**src/rtl/alu_sequencer_if.sv**
```systemverilog
// Requester-side bus of the ALU sequencer: the operation handshake going in and
// the completion/result signals coming back.
interface alu_sequencer_if;
   logic       instr_valid;
   logic       instr_ready;
   logic [3:0] opcode;
   logic [7:0] op_a;
   logic [7:0] op_b;
   logic       done;
   logic       err;
   logic       res_negative;
   logic [3:0] res_left;
   logic [3:0] res_right;

   // Requester side: issues operations, observes completion.
   modport master (
      output instr_valid, opcode, op_a, op_b,
      input  instr_ready, done, err, res_negative, res_left, res_right
   );

   // Sequencer side: accepts operations, reports completion.
   modport slave (
      input  instr_valid, opcode, op_a, op_b,
      output instr_ready, done, err, res_negative, res_left, res_right
   );
endinterface

```
**src/rtl/alu_sequencer.sv**
```systemverilog
// ALU sequencer: accepts one operation per handshake, drives the one-hot
// selector to the ALU for EXEC_CYCLES clocks, captures the ALU result and
// pulses done. Illegal opcodes complete immediately with err and no ALU op.
module alu_sequencer #(
   parameter int EXEC_CYCLES = 2,
   parameter int NUM_OPS     = 9
) (
   input  logic        clk,
   input  logic        rst_n,
   alu_sequencer_if.slave req,
   output logic [7:0]  o_alu_a,
   output logic [7:0]  o_alu_b,
   output logic [15:0] o_alu_selector,
   input  logic        i_alu_negative,
   input  logic [3:0]  i_alu_left,
   input  logic [3:0]  i_alu_right,
   output logic [7:0]  o_op_count
);

   // Counter only has to hold EXEC_CYCLES-1; keep at least one bit.
   localparam int            CW       = (EXEC_CYCLES > 1) ? $clog2(EXEC_CYCLES) : 1;
   localparam logic [CW-1:0] CNT_LOAD = CW'(EXEC_CYCLES - 1);
   localparam logic [4:0]    OPS_LIM  = 5'(NUM_OPS);

   typedef enum logic [1:0] {
      S_IDLE = 2'd0,
      S_EXEC = 2'd1,
      S_CAPT = 2'd2,
      S_ERR  = 2'd3
   } state_t;

   state_t        r_state;
   logic          r_ready;
   logic          r_done;
   logic          r_err;
   logic [15:0]   r_sel;
   logic [7:0]    r_a;
   logic [7:0]    r_b;
   logic [CW-1:0] r_cnt;
   logic          r_res_negative;
   logic [3:0]    r_res_left;
   logic [3:0]    r_res_right;
   logic [7:0]    r_op_count;

   logic          w_legal;
   logic [15:0]   w_sel;

   // Opcode decode: legality range check and one-hot selector.
   assign w_legal = ({1'b0, req.opcode} < OPS_LIM);
   assign w_sel   = 16'h0001 << req.opcode;

   // Sequencer FSM; every output is a register updated here.
   always_ff @(posedge clk or negedge rst_n) begin
      if (!rst_n) begin
         r_state        <= S_IDLE;
         r_ready        <= 1'b1;
         r_done         <= 1'b0;
         r_err          <= 1'b0;
         r_sel          <= '0;
         r_a            <= '0;
         r_b            <= '0;
         r_cnt          <= '0;
         r_res_negative <= 1'b0;
         r_res_left     <= '0;
         r_res_right    <= '0;
         r_op_count     <= '0;
      end else begin
         // done/err are single-cycle pulses unless re-asserted below.
         r_done <= 1'b0;
         r_err  <= 1'b0;
         case (r_state)
            S_IDLE: begin
               if (req.instr_valid) begin
                  r_ready <= 1'b0;
                  if (w_legal) begin
                     r_a     <= req.op_a;
                     r_b     <= req.op_b;
                     r_sel   <= w_sel;
                     r_cnt   <= CNT_LOAD;
                     r_state <= S_EXEC;
                  end else begin
                     // Rejected: no ALU op, operands and selector untouched.
                     r_done  <= 1'b1;
                     r_err   <= 1'b1;
                     r_state <= S_ERR;
                  end
               end
            end
            S_EXEC: begin
               if (r_cnt == '0) begin
                  r_res_negative <= i_alu_negative;
                  r_res_left     <= i_alu_left;
                  r_res_right    <= i_alu_right;
                  r_sel          <= '0;
                  r_done         <= 1'b1;
                  r_op_count     <= r_op_count + 8'd1;
                  r_state        <= S_CAPT;
               end else begin
                  r_cnt <= r_cnt - CW'(1);
               end
            end
            S_CAPT, S_ERR: begin
               r_ready <= 1'b1;
               r_state <= S_IDLE;
            end
            default: begin
               r_ready <= 1'b1;
               r_sel   <= '0;
               r_state <= S_IDLE;
            end
         endcase
      end
   end

   assign req.instr_ready  = r_ready;
   assign req.done         = r_done;
   assign req.err          = r_err;
   assign req.res_negative = r_res_negative;
   assign req.res_left     = r_res_left;
   assign req.res_right    = r_res_right;
   assign o_alu_a          = r_a;
   assign o_alu_b          = r_b;
   assign o_alu_selector   = r_sel;
   assign o_op_count       = r_op_count;

endmodule

```
**src/flat_wrapper.sv**
```systemverilog
// flat-port wrapper written by rule: the top's interface ports become plain ports
module alu_sequencer_flat 
#(
   parameter int EXEC_CYCLES = 2,
   parameter int NUM_OPS     = 9
)
  (clk, rst_n, o_alu_a, o_alu_b, o_alu_selector, i_alu_negative, i_alu_left, i_alu_right, o_op_count, req_instr_valid, req_opcode, req_op_a, req_op_b, req_instr_ready, req_done, req_err, req_res_negative, req_res_left, req_res_right);
  alu_sequencer_if req_i ();
  input  logic clk;
  input  logic rst_n;
  output logic [7:0] o_alu_a;
  output logic [7:0] o_alu_b;
  output logic [15:0] o_alu_selector;
  input  logic i_alu_negative;
  input  logic [3:0] i_alu_left;
  input  logic [3:0] i_alu_right;
  output logic [7:0] o_op_count;
  input wire logic [$bits(req_i.instr_valid)-1:0] req_instr_valid;
  input wire logic [$bits(req_i.opcode)-1:0] req_opcode;
  input wire logic [$bits(req_i.op_a)-1:0] req_op_a;
  input wire logic [$bits(req_i.op_b)-1:0] req_op_b;
  output wire logic [$bits(req_i.instr_ready)-1:0] req_instr_ready;
  output wire logic [$bits(req_i.done)-1:0] req_done;
  output wire logic [$bits(req_i.err)-1:0] req_err;
  output wire logic [$bits(req_i.res_negative)-1:0] req_res_negative;
  output wire logic [$bits(req_i.res_left)-1:0] req_res_left;
  output wire logic [$bits(req_i.res_right)-1:0] req_res_right;
  assign req_i.instr_valid = req_instr_valid;
  assign req_i.opcode = req_opcode;
  assign req_i.op_a = req_op_a;
  assign req_i.op_b = req_op_b;
  assign req_instr_ready = req_i.instr_ready;
  assign req_done = req_i.done;
  assign req_err = req_i.err;
  assign req_res_negative = req_i.res_negative;
  assign req_res_left = req_i.res_left;
  assign req_res_right = req_i.res_right;
  alu_sequencer #(.EXEC_CYCLES(EXEC_CYCLES), .NUM_OPS(NUM_OPS)) u_core (.clk(clk), .rst_n(rst_n), .req(req_i), .o_alu_a(o_alu_a), .o_alu_b(o_alu_b), .o_alu_selector(o_alu_selector), .i_alu_negative(i_alu_negative), .i_alu_left(i_alu_left), .i_alu_right(i_alu_right), .o_op_count(o_op_count));
endmodule
```
**config.mk**
```make
export PLATFORM = sky130hd
export DESIGN_NAME = alu_sequencer_flat
export DESIGN_NICKNAME = d
export VERILOG_FILES = /design/src/rtl/alu_sequencer_if.sv /design/src/rtl/alu_sequencer.sv /design/src/flat_wrapper.sv
export SDC_FILE = /design/constraint.sdc
export NUM_CORES = 1
export LEC_CHECK = 0
export CORE_MARGIN = 4
export CORE_UTILIZATION = 43
export CTS_CLUSTER_SIZE = 28
export DETAILED_ROUTE_END_ITERATION = 7
export PLACE_DENSITY = 0.75
export SYNTH_ARGS = -nofsm -noshare
export SYNTH_HDL_FRONTEND = slang
export SYNTH_SLANG_ARGS = --single-unit
```
**constraint.sdc**
```tcl
create_clock -name clk -period 2.2 [get_ports clk]
set_clock_uncertainty 0.2 [all_clocks]
set_input_delay 0.55 -clock clk [delete_from_list [all_inputs] [get_ports clk]]
set_output_delay 0.55 -clock clk [all_outputs]
set_load 0.01 [all_outputs]
```
==> results by group <==
GRT
  • Global-route wire length before repair: 8230 µm
  • Met1 Usage GRT: 0.206
  • Met3 Resource Use GR: 0.0767
  • Initial antenna violation count: 0
  • Vias in the first global route: around 1,700
  • Largest net degree at the start of global routing: 33
  • Busiest grt layer: met2
  • Total track usage: 0.166
  • Gr ovfl total: 0
  • Met2 usage: 0.262

Setup path
  • Worst path cell trace: clkdlybuf4s50_1
  • Arr. time, crit path: ~1.4 ns
  • Buf+Inv Stages, Crit Path: 1
  • Flop2flop setup slack: 0.37 ns
  • Critical path startpoint category: flip-flop
  • Critical path type: flip-flop to primary output
  • Reg-to-reg endpoint: u_core.o_alu_selector[4]
  • Critical Path RT: around 1.5 ns
  • Crit Path Max Fanout: 2
  • Crit end category: primary output
  • Slowest CP cell: dfstp_2
  • Critical Path Max Stage Delay: ~0.54 ns
  • Worst-case reg-to-reg path depth: 4
  • R2R Path Start: u_core.r_cnt
  • Worst path top cell family by delay: flip-flops

Floorplanning
  • Initial Util: 0.457
  • Core Footprint: 4850 µm²
  • # rows: 25
  • Die height: approximately 80 µm
  • # IOs: 84
  • Die ar.: 6370 µm²
  • Die X-Extent: 79.8 µm

CTS
  • Clock Path Buffers: 2
  • CTS tree: yes
  • CTS Root Cell: clkbuf_8
  • Clock sinks: 55
  • Clock Latency Late Sink: 0.30 ns
  • H-tree level count: 2
  • Clock transition at the registers of the reported paths: 0.10 ns
  • Total CTS buffers: 5

Route
  • Via count: ~1,600
  • Vias per cell: roughly 4.8
  • Initial drt markers: 38
  • Residual DRC: 0
  • Final WL: about 4900 µm
  • WL per Instance: roughly 15 µm
  • 1st-pass router iterations: 4
  • Post-route ant nets: 0

STA
  • Worst Max-Slew Pin Slew: 0.566 ns
  • Final Max Tran Viols: 0
  • Final Cycle Share: 0.967
  • Setup Viol. Count Final: 0
  • Setup WS post-layout: slightly above 0.07 ns
  • WHS: between 0.02 and 0.03 ns
  • Fin. Hold Viols: 0
  • TNS Setup: 0 ns
  • RSZ-0062 raised after global routing: no
  • Fmax: around 470 MHz
  • Final min period: between 2 and 2.5 ns
  • Max-slew headroom: 0.623

Finish
  • Layout cell share with drive strength beyond 1: 0.249
  • Post-Layout Cell Count: 324
  • Fin area: 3360 µm²
  • NumNets Final: just under 300
  • Synth-to-layout area growth: 51.7%
  • ANT cells: 0
  • Final Util: 0.694

Outcome
  • Status: finished, final reports clean

Placement
  • Placer congestion estimate: 0.774
  • Placed cells: between 300 and 400
  • Post-DP HPWL: 3770 µm
  • Post-place setup slack: -0.305 ns
  • PortBufs: 83
  • Cell Area, Placed: ~3200 µm²

Synthesis
  • Synthesized area per cell: roughly 14 µm²
  • Syn_nets: between 150 and 200
  • Synth Instances: approximately 160
  • Sequential element share of the synthesized area: 0.621
  • Synth Cell Area: approximately 2200 µm²
  • Netlist cell types: 34
  • Ys Warns: 0
  • Synth Register Bits: between 50 and 60

Power and ir drop
  • Maximum VDD drop: 733 µV
  • Power per cell area: roughly 1200 nW/µm²
  • Final Power: 4.19 mW
  • Lkg Pwr: 1.47 nW

Flow run
  • Maxcap violations: 0

Min path
  • Hold Crit Class: primary input to asynchronous set/reset pin
## flip-flops by register name, indices dropped and copies added, names as in the netlist
name                     count
u_core.o_alu_selector       16
u_core.o_alu_a               8
u_core.o_alu_b               8
u_core.o_op_count            8
u_core.req.res_left          4
u_core.req.res_right         4
u_core.r_state               2
u_core.r_cnt                 1
u_core.req.done              1
u_core.req.err               1
u_core.req.instr_ready       1
u_core.req.res_negative      1
## cell usage in the layout, fill, tap and decap left out, drive strengths merged, types with 2 or more instances in the layout
cell | netlist | layout
nor2 | 5 | 5
nand2 | 5 | 5
buf | 5 | 17
nor4b | 3 | 3
or2 | 2 | 2
and2 | 2 | 2
clkdlybuf4s50 | 0 | 80
mux2 | 33 | 33
nand4 | 3 | 3
clkbuf | 1 | 6
xnor2 | 6 | 6
nor2b | 10 | 10
nand2b | 4 | 4
dlymetal6s2s | 0 | 2
dfrtp | 54 | 54
inv | 2 | 2
nor4 | 3 | 3
nor3b | 2 | 2
## kinds of logic after synthesis
kind of cell,Yosys count,share of synthesized area
XOR/XNOR,7,0.0277
adder cells (fa/ha/maj),1,0.00564
flip-flops,55,0.621
buffers and inverters,8,0.0192
AO/OA/AOI/OAI,8,0.0350
AND/OR/NAND/NOR,44,0.124
multiplexers,33,0.168
## synth_stat cells, drive strengths merged
| cell | instances | area share |
|---|---|---|
| a21oi | 1 | 0.0023 |
| o31ai | 1 | 0.0034 |
| buf | 5 | 0.014 |
| clkbuf | 1 | 0.0017 |
| nor4b | 3 | 0.012 |
| a31oi | 1 | 0.0028 |
| a221oi | 1 | 0.012 |
| ha | 1 | 0.0056 |
| nor2 | 5 | 0.0085 |
| a211oi | 1 | 0.0034 |
| dfrtp | 54 | 0.61 |
| and2 | 2 | 0.0056 |
| a21o | 1 | 0.0034 |
| o22a | 1 | 0.0040 |
| nor4bb | 1 | 0.0045 |
| and4bb | 1 | 0.0056 |
| inv | 2 | 0.0034 |
| xor2 | 1 | 0.0040 |
| nor2b | 10 | 0.028 |
| or2 | 2 | 0.0056 |
| xnor2 | 6 | 0.024 |
| nand4 | 3 | 0.0085 |
| dfstp | 1 | 0.012 |
| nor3b | 2 | 0.0068 |
| or3 | 1 | 0.0051 |
| nand2b | 4 | 0.011 |
| mux2 | 33 | 0.17 |
| nand3 | 1 | 0.0023 |
| nor4 | 3 | 0.0085 |
| o2bb2ai | 1 | 0.0040 |
| and3 | 1 | 0.0028 |
| nand2 | 5 | 0.0085 |
## report_power, final
group / internal, mW / switching (mW) / leakage [nW]
registers: 1.39 / 0.257 / 0.694
logic: 1.15 / 0.708 / 0.717
clock network: 0.369 / 0.310 / 0.0612
total: 2.91 / 1.27 / 1.47
## routing by layer
layer	wire length (µm)	vias up	share of wire
met5	0	-	0
met4	43	0	0.0087
met3	537	5	0.11
met2	2300	54	0.47
met1	2040	768	0.42
li1	-	740	-
## final cells by class
cell class | instances | area [µm²]
inverter | 2 | 7.51
clock buffer | 6 | 82.6
multi-input combinational | 93 | 807
fill | 372 | 1480
tap | 67 | 83.8
clock inverter | 2 | 35.0
sequential | 55 | 1380
timing repair buffer | 99 | 971
## worst max path at each step
stage | from | end | slack (ns) | cells past startpoint
2_1_floorplan | req_opcode[2] | u_core.o_alu_selector[6] | 0.08 | 4
3_3_place_gp | req_opcode[2] | u_core.o_alu_selector[3] | -0.27 | 5
3_5_place_dp | req_opcode[1] | u_core.o_alu_selector[3] | -0.30 | 5
4_1_cts | req_opcode[1] | u_core.o_alu_selector[3] | 0.01 | 5
5_1_grt | u_core.req.instr_ready | req_instr_ready | 0.007 | 1
6_report | u_core.req.instr_ready | req_instr_ready | 0.07 | 1
## worst reg2reg max path, stage by stage, from the launching register on
cell      delay [ns]
dfrtp_1         0.44
nand2b_1        0.24
a221oi_4        0.36
buf_6           0.16
mux2_2          0.32
## timing repair
item,4_1_cts,5_1_grt
hold buffers,0,0
endpoints found under the setup margin,0,23
gates resized for setup,0,5
buffers inserted,0,0
Note: power is estimated with default switching activity, not from simulation.
